File: config.mk
export PLATFORM = sky130hd
export DESIGN_NAME = zeroheti_obi_arb
export DESIGN_NICKNAME = d
export VERILOG_FILES = /design/src/rtl/zeroheti_pkg.sv /design/src/rtl/zeroheti_obi_arb_idfifo.sv /design/src/rtl/zeroheti_obi_arb.sv
export SDC_FILE = /design/constraint.sdc
export NUM_CORES = 1
export LEC_CHECK = 0
export ABC_AREA = 1
export CAP_MARGIN = 20
export CORE_AREA = 4 4 110 112
export CTS_BUF_LIST = sky130_fd_sc_hd__clkbuf_8
export DETAILED_ROUTE_END_ITERATION = 10
export DIE_AREA = 0 0 114 116
export PLACE_DENSITY = 0.69
export REMOVE_ABC_BUFFERS = 1
export SKIP_CTS_REPAIR_TIMING = 1
export SYNTH_ARGS = -nofsm -noshare
export SYNTH_HDL_FRONTEND = slang
export SYNTH_SLANG_ARGS = --single-unit
File: constraint.sdc
create_clock -name clk_i -period 2.1 [get_ports clk_i]
set_input_delay 0.63 -clock clk_i [delete_from_list [all_inputs] [get_ports clk_i]]
set_output_delay 0.63 -clock clk_i [all_outputs]
set_load 0.005 [all_outputs]
File: src/rtl/zeroheti_pkg.sv
// Shared constants for the zeroheti OBI interconnect: requester indices,
// the default outstanding-transaction depth and an ID-width helper.
package zeroheti_pkg;

  localparam int unsigned IdxCpuIf        = 0;
  localparam int unsigned IdxSba          = 1;
  localparam int unsigned DefaultMaxTrans = 2;

  // Width of an index into n entries; at least one bit so n=1 still works.
  function automatic int unsigned id_width(input int unsigned n);
    return (n > 1) ? $clog2(n) : 1;
  endfunction

endpackage

File: src/rtl/zeroheti_obi_arb_idfifo.sv
// FIFO of requester IDs for granted-but-unanswered OBI transactions.
// Pushes are ignored when full and pops are ignored when empty.
module zeroheti_obi_arb_idfifo
  import zeroheti_pkg::*;
#(
  parameter int unsigned Depth = DefaultMaxTrans,
  parameter int unsigned Width = 1
) (
  input  logic             clk_i,
  input  logic             rst_ni,
  input  logic             push_i,
  input  logic [Width-1:0] data_i,
  input  logic             pop_i,
  output logic [Width-1:0] data_o,
  output logic             full_o,
  output logic             empty_o
);

  localparam int unsigned PtrW = id_width(Depth);
  localparam int unsigned CntW = $clog2(Depth) + 1;

  logic [Depth-1:0][Width-1:0] mem;
  logic [PtrW-1:0]             wr_ptr, rd_ptr;
  logic [CntW-1:0]             count;
  logic                        do_push, do_pop;

  function automatic logic [PtrW-1:0] ptr_inc(input logic [PtrW-1:0] p);
    return (p == PtrW'(Depth - 1)) ? '0 : p + PtrW'(1);
  endfunction

  assign full_o  = (count == CntW'(Depth));
  assign empty_o = (count == '0);
  assign do_push = push_i & ~full_o;
  assign do_pop  = pop_i & ~empty_o;
  assign data_o  = mem[rd_ptr];

  always_ff @(posedge clk_i or negedge rst_ni) begin
    if (!rst_ni) begin
      mem    <= '0;
      wr_ptr <= '0;
      rd_ptr <= '0;
      count  <= '0;
    end else begin
      if (do_push) begin
        mem[wr_ptr] <= data_i;
        wr_ptr      <= ptr_inc(wr_ptr);
      end
      if (do_pop) begin
        rd_ptr <= ptr_inc(rd_ptr);
      end
      // Simultaneous push and pop leaves occupancy unchanged.
      case ({do_push, do_pop})
        2'b10:   count <= count + CntW'(1);
        2'b01:   count <= count - CntW'(1);
        default: count <= count;
      endcase
    end
  end

endmodule

File: src/rtl/zeroheti_obi_arb.sv
// Round-robin OBI arbiter: N requesters share one subordinate port, with
// request locking until grant and zero-latency response routing by ID FIFO.
module zeroheti_obi_arb
  import zeroheti_pkg::*;
#(
  parameter int unsigned NumReq    = 2,
  parameter int unsigned MaxTrans  = DefaultMaxTrans,
  parameter int unsigned AddrWidth = 32,
  parameter int unsigned DataWidth = 32
) (
  input  logic                                  clk_i,
  input  logic                                  rst_ni,
  input  logic [NumReq-1:0]                     req_i,
  input  logic [NumReq-1:0][AddrWidth-1:0]      addr_i,
  input  logic [NumReq-1:0]                     we_i,
  input  logic [NumReq-1:0][DataWidth/8-1:0]    be_i,
  input  logic [NumReq-1:0][DataWidth-1:0]      wdata_i,
  output logic [NumReq-1:0]                     gnt_o,
  output logic [NumReq-1:0]                     rvalid_o,
  output logic [DataWidth-1:0]                  rdata_o,
  output logic [NumReq-1:0]                     err_o,
  output logic                                  sbr_req_o,
  output logic [AddrWidth-1:0]                  sbr_addr_o,
  output logic                                  sbr_we_o,
  output logic [DataWidth/8-1:0]                sbr_be_o,
  output logic [DataWidth-1:0]                  sbr_wdata_o,
  input  logic                                  sbr_gnt_i,
  input  logic                                  sbr_rvalid_i,
  input  logic [DataWidth-1:0]                  sbr_rdata_i,
  input  logic                                  sbr_err_i,
  output logic                                  proto_err_o
);

  localparam int unsigned IdW = id_width(NumReq);

  // Handshake: a request phase completes in the cycle where req and gnt are
  // both high; once req is raised the requester holds it and its payload
  // stable until granted. Responses (rvalid) have no back-pressure.

  logic [IdW-1:0] rr_ptr, rr_sel, sel, lock_id, head_id;
  logic           lock, full, empty, hs, pop, found;
  int unsigned    idx;

  always_comb begin
    rr_sel = rr_ptr;
    found  = 1'b0;
    idx    = 0;
    for (int i = 0; i < NumReq; i++) begin
      idx = (int'(rr_ptr) + i) % NumReq;
      if (!found && req_i[idx]) begin
        found  = 1'b1;
        rr_sel = IdW'(idx);
      end
    end
  end

  assign sel         = lock ? lock_id : rr_sel;
  assign sbr_req_o   = req_i[sel] & ~full;
  assign sbr_addr_o  = addr_i[sel];
  assign sbr_we_o    = we_i[sel];
  assign sbr_be_o    = be_i[sel];
  assign sbr_wdata_o = wdata_i[sel];
  assign hs          = sbr_req_o & sbr_gnt_i;
  assign pop         = sbr_rvalid_i & ~empty;
  assign rdata_o     = sbr_rdata_i;

  always_comb begin
    gnt_o             = '0;
    rvalid_o          = '0;
    err_o             = '0;
    gnt_o[sel]        = hs;
    rvalid_o[head_id] = pop;
    err_o[head_id]    = pop & sbr_err_i;
  end

  always_ff @(posedge clk_i or negedge rst_ni) begin
    if (!rst_ni) begin
      rr_ptr      <= '0;
      lock        <= 1'b0;
      lock_id     <= '0;
      proto_err_o <= 1'b0;
    end else begin
      if (hs) begin
        lock   <= 1'b0;
        rr_ptr <= (sel == IdW'(NumReq - 1)) ? '0 : sel + IdW'(1);
      end else if (sbr_req_o) begin
        // Pending request keeps the port until the subordinate accepts it.
        lock    <= 1'b1;
        lock_id <= sel;
      end
      if (sbr_rvalid_i && empty) begin
        proto_err_o <= 1'b1;
      end
    end
  end

  zeroheti_obi_arb_idfifo #(
    .Depth (MaxTrans),
    .Width (IdW)
  ) u_idfifo (
    .clk_i   (clk_i),
    .rst_ni  (rst_ni),
    .push_i  (hs),
    .data_i  (sel),
    .pop_i   (pop),
    .data_o  (head_id),
    .full_o  (full),
    .empty_o (empty)
  );

endmodule

==> summary.md <==
| Metric | Value |
|---|---|
| Clock buffer count from CTS | `3` |
| Post-synthesis async set-or-reset flop share | `1.00` |
| Non-filler instance count after layout | `713` |
| Wire length of the first global-routing pass | `12,600 µm` |
| Post-Syn Area per Cell | `5.24 µm²` |
| Maximum clock frequency | `0.421 GHz` |
| Clk sink count | `10` |
| Synthesized cell area | `1700 µm²` |
| Antenna Diode Count | `0` |
| Wire length per cell | `14.8 µm` |
| RSZ-0062 raised after global routing | `yes` |
| Signal arrival time at the worst endpoint | `1.74 ns` |
| Max-slew violation count | `0` |
| Clock Skew | `0.00227 ns` |
| Primary FF master, synth | `sky130_fd_sc_hd__dfrtp_1` |
| Crit start category | `input port` |
| Layout net count | `749` |
| Relative slew slack | `0.672` |
| Height of the chip | `116 µm` |
| Number of hold violations in the final report | `0` |
| Die Width | `114 µm` |
| Number of cells after detailed placement | `670` |
| Vias in the first global route | `2,657` |
| Slew at the pin closest to its max-slew limit | `0.490 ns` |
| Final WL | `10,600 µm` |
| Deepest clock path buffer count | `2` |
| Utilization after layout | `0.408` |
| Violated checks | `setup timing` |
| Syn Inst Count | `324` |
| Classification of the worst-slack hold path | `reg -> reg` |
| Sequential cell area | `250 µm²` |
| Standby leakage power | `2.53 nW` |
| Library cell with the highest instance count after synthesis | `sky130_fd_sc_hd__nand2_1` |
| Via count of the routed design | `2,913` |
| Clk pwr share | `0.046` |
| Number of optimization iterations in the first detailed-route pass | `4` |
| Final cycle utilization of the critical path | `1.13` |
| Area used by multi-input combinational logic | `1250 µm²` |
| Final worst hold slack | `0.466 ns` |
| H-Tree Level Count | `1` |
| Cells taking the most area after synthesis | `sky130_fd_sc_hd__nand2_1 (50%), sky130_fd_sc_hd__dfrtp_1 (15%), sky130_fd_sc_hd__buf_4 (15%)` |
| GR Util All Layers | `0.119` |
| Layout overhead on the synthesized area | `170%` |
| Type of the worst setup path | `in -> out` |
| Cell taking the most area after synthesis | `sky130_fd_sc_hd__nand2_1` |
| Sequential share of power | `0.063` |
| Vias per inst | `4.09` |
| Number of buffer cells added on primary ports | `221` |
| Synth cell count leaders | `sky130_fd_sc_hd__nand2_1 (224), sky130_fd_sc_hd__buf_4 (33), sky130_fd_sc_hd__inv_1 (12), sky130_fd_sc_hd__dfrtp_1 (10), sky130_fd_sc_hd__buf_6 (8)` |
| Weighted congestion at the end of routability-driven global placement | `0.797` |
| Gate power share | `0.892` |
| CTS Root Buffer Type | `sky130_fd_sc_hd__clkbuf_8` |
| Number of nets with antenna violations after detailed routing | `0` |
| Die Footprint | `13,200 µm²` |
| Number of distinct library cells after synthesis | `23` |
| Filler cells | `1,124` |
| Cell row count | `39` |
| Final min period | `2.37 ns` |
| Synthesized flop and latch total | `10` |
| Maximum number of pins on one net before global-route repair | `40` |
| CP Max Fanout | `5` |
| Initial antenna violation count | `0` |
| Cell Int Power | `3.19 mW` |
| Max-capacitance violation count | `0` |
| Run status | `complete, but fails checks` |
| Data required time of the worst path | `1.47 ns` |
| Clk_lat worst skew | `0.24 ns` |
| Power after layout | `5.48 mW` |
| Sum of negative setup slack | `-14.69 ns` |
| Placed wire-length estimate after detailed placement | `7740 µm` |
| Starting DRC count in detailed routing | `52` |
| Cell area power density | `1200 nW/µm²` |
| Final setup violating endpoints | `72` |
| Number of warnings issued by yosys | `0` |
| Post-synthesis sequential area ratio | `0.147` |
| Final WS setup | `-0.275 ns` |
| Starting Density | `0.151` |
| Worst setup EP type | `output port` |
| Net Switching | `2.29 mW` |
| Standard cell core area | `11,200 µm²` |
| Post-CTS clock slew at the launch and capture registers of the worst setup and hold paths | `0.05 ns` |
| Number of enable flip-flop cells after synthesis | `0` |
| Maximum vdd drop | `0.000572 V` |
| Fraction of final layout cells with drive strength greater than 1 | `0.344` |
| Top-area cell type share of the netlist area | `0.496` |
| Boundary pin count | `286` |
| CTS tree | `done` |
| Post-route DRC | `0` |
| Switching part of the total | `0.418` |
| Global-route congestion overflow total | `0` |
==> area by class of cell <==
type / count / area share
Clock buffer: 4 / 0.0120
Inverter: 15 / 0.0156
Multi-Input combinational cell: 252 / 0.273
Sequential cell: 10 / 0.0546
Tap cell: 143 / 0.0391
Timing Repair Buffer: 289 / 0.606
==> layout by cell type, fill, tap and decap left out, types with 2 or more instances in the layout <==
cell type	n
sky130_fd_sc_hd__nor3_2	2
sky130_fd_sc_hd__nor2_1	4
sky130_fd_sc_hd__buf_12	5
sky130_fd_sc_hd__nand2_2	29
sky130_fd_sc_hd__buf_2	21
sky130_fd_sc_hd__inv_2	5
sky130_fd_sc_hd__nand3_1	2
sky130_fd_sc_hd__inv_1	8
sky130_fd_sc_hd__clkbuf_8	4
sky130_fd_sc_hd__buf_4	37
sky130_fd_sc_hd__clkbuf_16	6
sky130_fd_sc_hd__o21ai_1	2
sky130_fd_sc_hd__buf_8	5
sky130_fd_sc_hd__dlymetal6s2s_1	18
sky130_fd_sc_hd__buf_6	24
sky130_fd_sc_hd__nand4_1	2
sky130_fd_sc_hd__xor2_1	2
sky130_fd_sc_hd__nand2_4	11
sky130_fd_sc_hd__o21ai_2	3
sky130_fd_sc_hd__clkdlybuf4s50_1	141
sky130_fd_sc_hd__dfrtp_1	10
sky130_fd_sc_hd__a21oi_2	2
sky130_fd_sc_hd__nand2_1	183
sky130_fd_sc_hd__clkbuf_2	32
==> metrics by stage <==
step / cell area [µm²] / setup slack, ns
global placement: 3970 / -0.985
detailed placement: 3970 / -0.976
finish: 4580 / -0.275
global route: 4580 / -0.332
CTS: 4020 / -0.986
floorplan: 1330 / -1.37
==> path summary, 6_finish.rpt <==
| check | start | endpoint | slack [ns] | depth (start not counted) |
|---|---|---|---|---|
| max | req_i[0] | sbr_addr_o[13] | -0.27 | 13 |
| min | proto_err_o$_DFFE_PN0P_ | proto_err_o$_DFFE_PN0P_ | 0.47 | 1 |
| max reg2reg | rr_ptr$_DFFE_PN0P_ | u_idfifo.count[1]$_DFFE_PN0P_ | 0.11 | 13 |
| min reg2reg | proto_err_o$_DFFE_PN0P_ | proto_err_o$_DFFE_PN0P_ | 0.47 | 1 |
| max in group asynchronous | rst_ni | proto_err_o$_DFFE_PN0P_ | 1.05 | 1 |
| min in group asynchronous | rst_ni | rr_ptr$_DFFE_PN0P_ | 0.72 | 1 |
==> per-layer routing <==
metal | share of wire | track usage | vias to the layer above
met5 | 0 | 0.0185 | -
met4 | 0.0054 | 0.0143 | 0
met3 | 0.12 | 0.0721 | 5
met2 | 0.49 | 0.198 | 166
met1 | 0.38 | 0.134 | 1312
li1 | - | - | 1430
==> cells by family after synthesis <==
logic type,Yosys count,share of synthesized area
flip-flops,10,0.147
buffers and inverters,62,0.251
XOR/XNOR,3,0.0155
adder cells (fa/ha/maj),1,0.00737
AND/OR/NAND/NOR,239,0.548
AO/OA/AOI/OAI,9,0.0302
==> sequential cells by signal (all words and copies together) (netlist names) <==
register,count
lock,1
lock_id,1
proto_err_o,1
rr_ptr,1
u_idfifo.count,2
u_idfifo.mem,2
u_idfifo.rd_ptr,1
u_idfifo.wr_ptr,1
==> power by group through the flow <==
stage | sequential, mW | combinational (mW) | clock (mW)
after floorplan | 0.329 | 1.35 | 0
after global routing | 0.355 | 5.34 | 0.261
after CTS | 0.326 | 3.78 | 0.255
after detailed placement | 0.329 | 3.76 | 0
final | 0.345 | 4.88 | 0.249
after global placement | 0.325 | 3.71 | 0
==> critical path: stages <==
cell and delay [ns]:
sky130_fd_sc_hd__buf_8 0.08, sky130_fd_sc_hd__inv_4 0.03, sky130_fd_sc_hd__nand2_2 0.05, sky130_fd_sc_hd__nand2_2 0.06, sky130_fd_sc_hd__nand2_4 0.08, sky130_fd_sc_hd__nand2_8 0.08, sky130_fd_sc_hd__buf_12 0.14, sky130_fd_sc_hd__buf_12 0.13
sky130_fd_sc_hd__buf_8 0.12, sky130_fd_sc_hd__buf_6 0.12, sky130_fd_sc_hd__nand2_2 0.06, sky130_fd_sc_hd__nand2_2 0.05, sky130_fd_sc_hd__clkbuf_2 0.10
(Power assumes the default switching activity.)
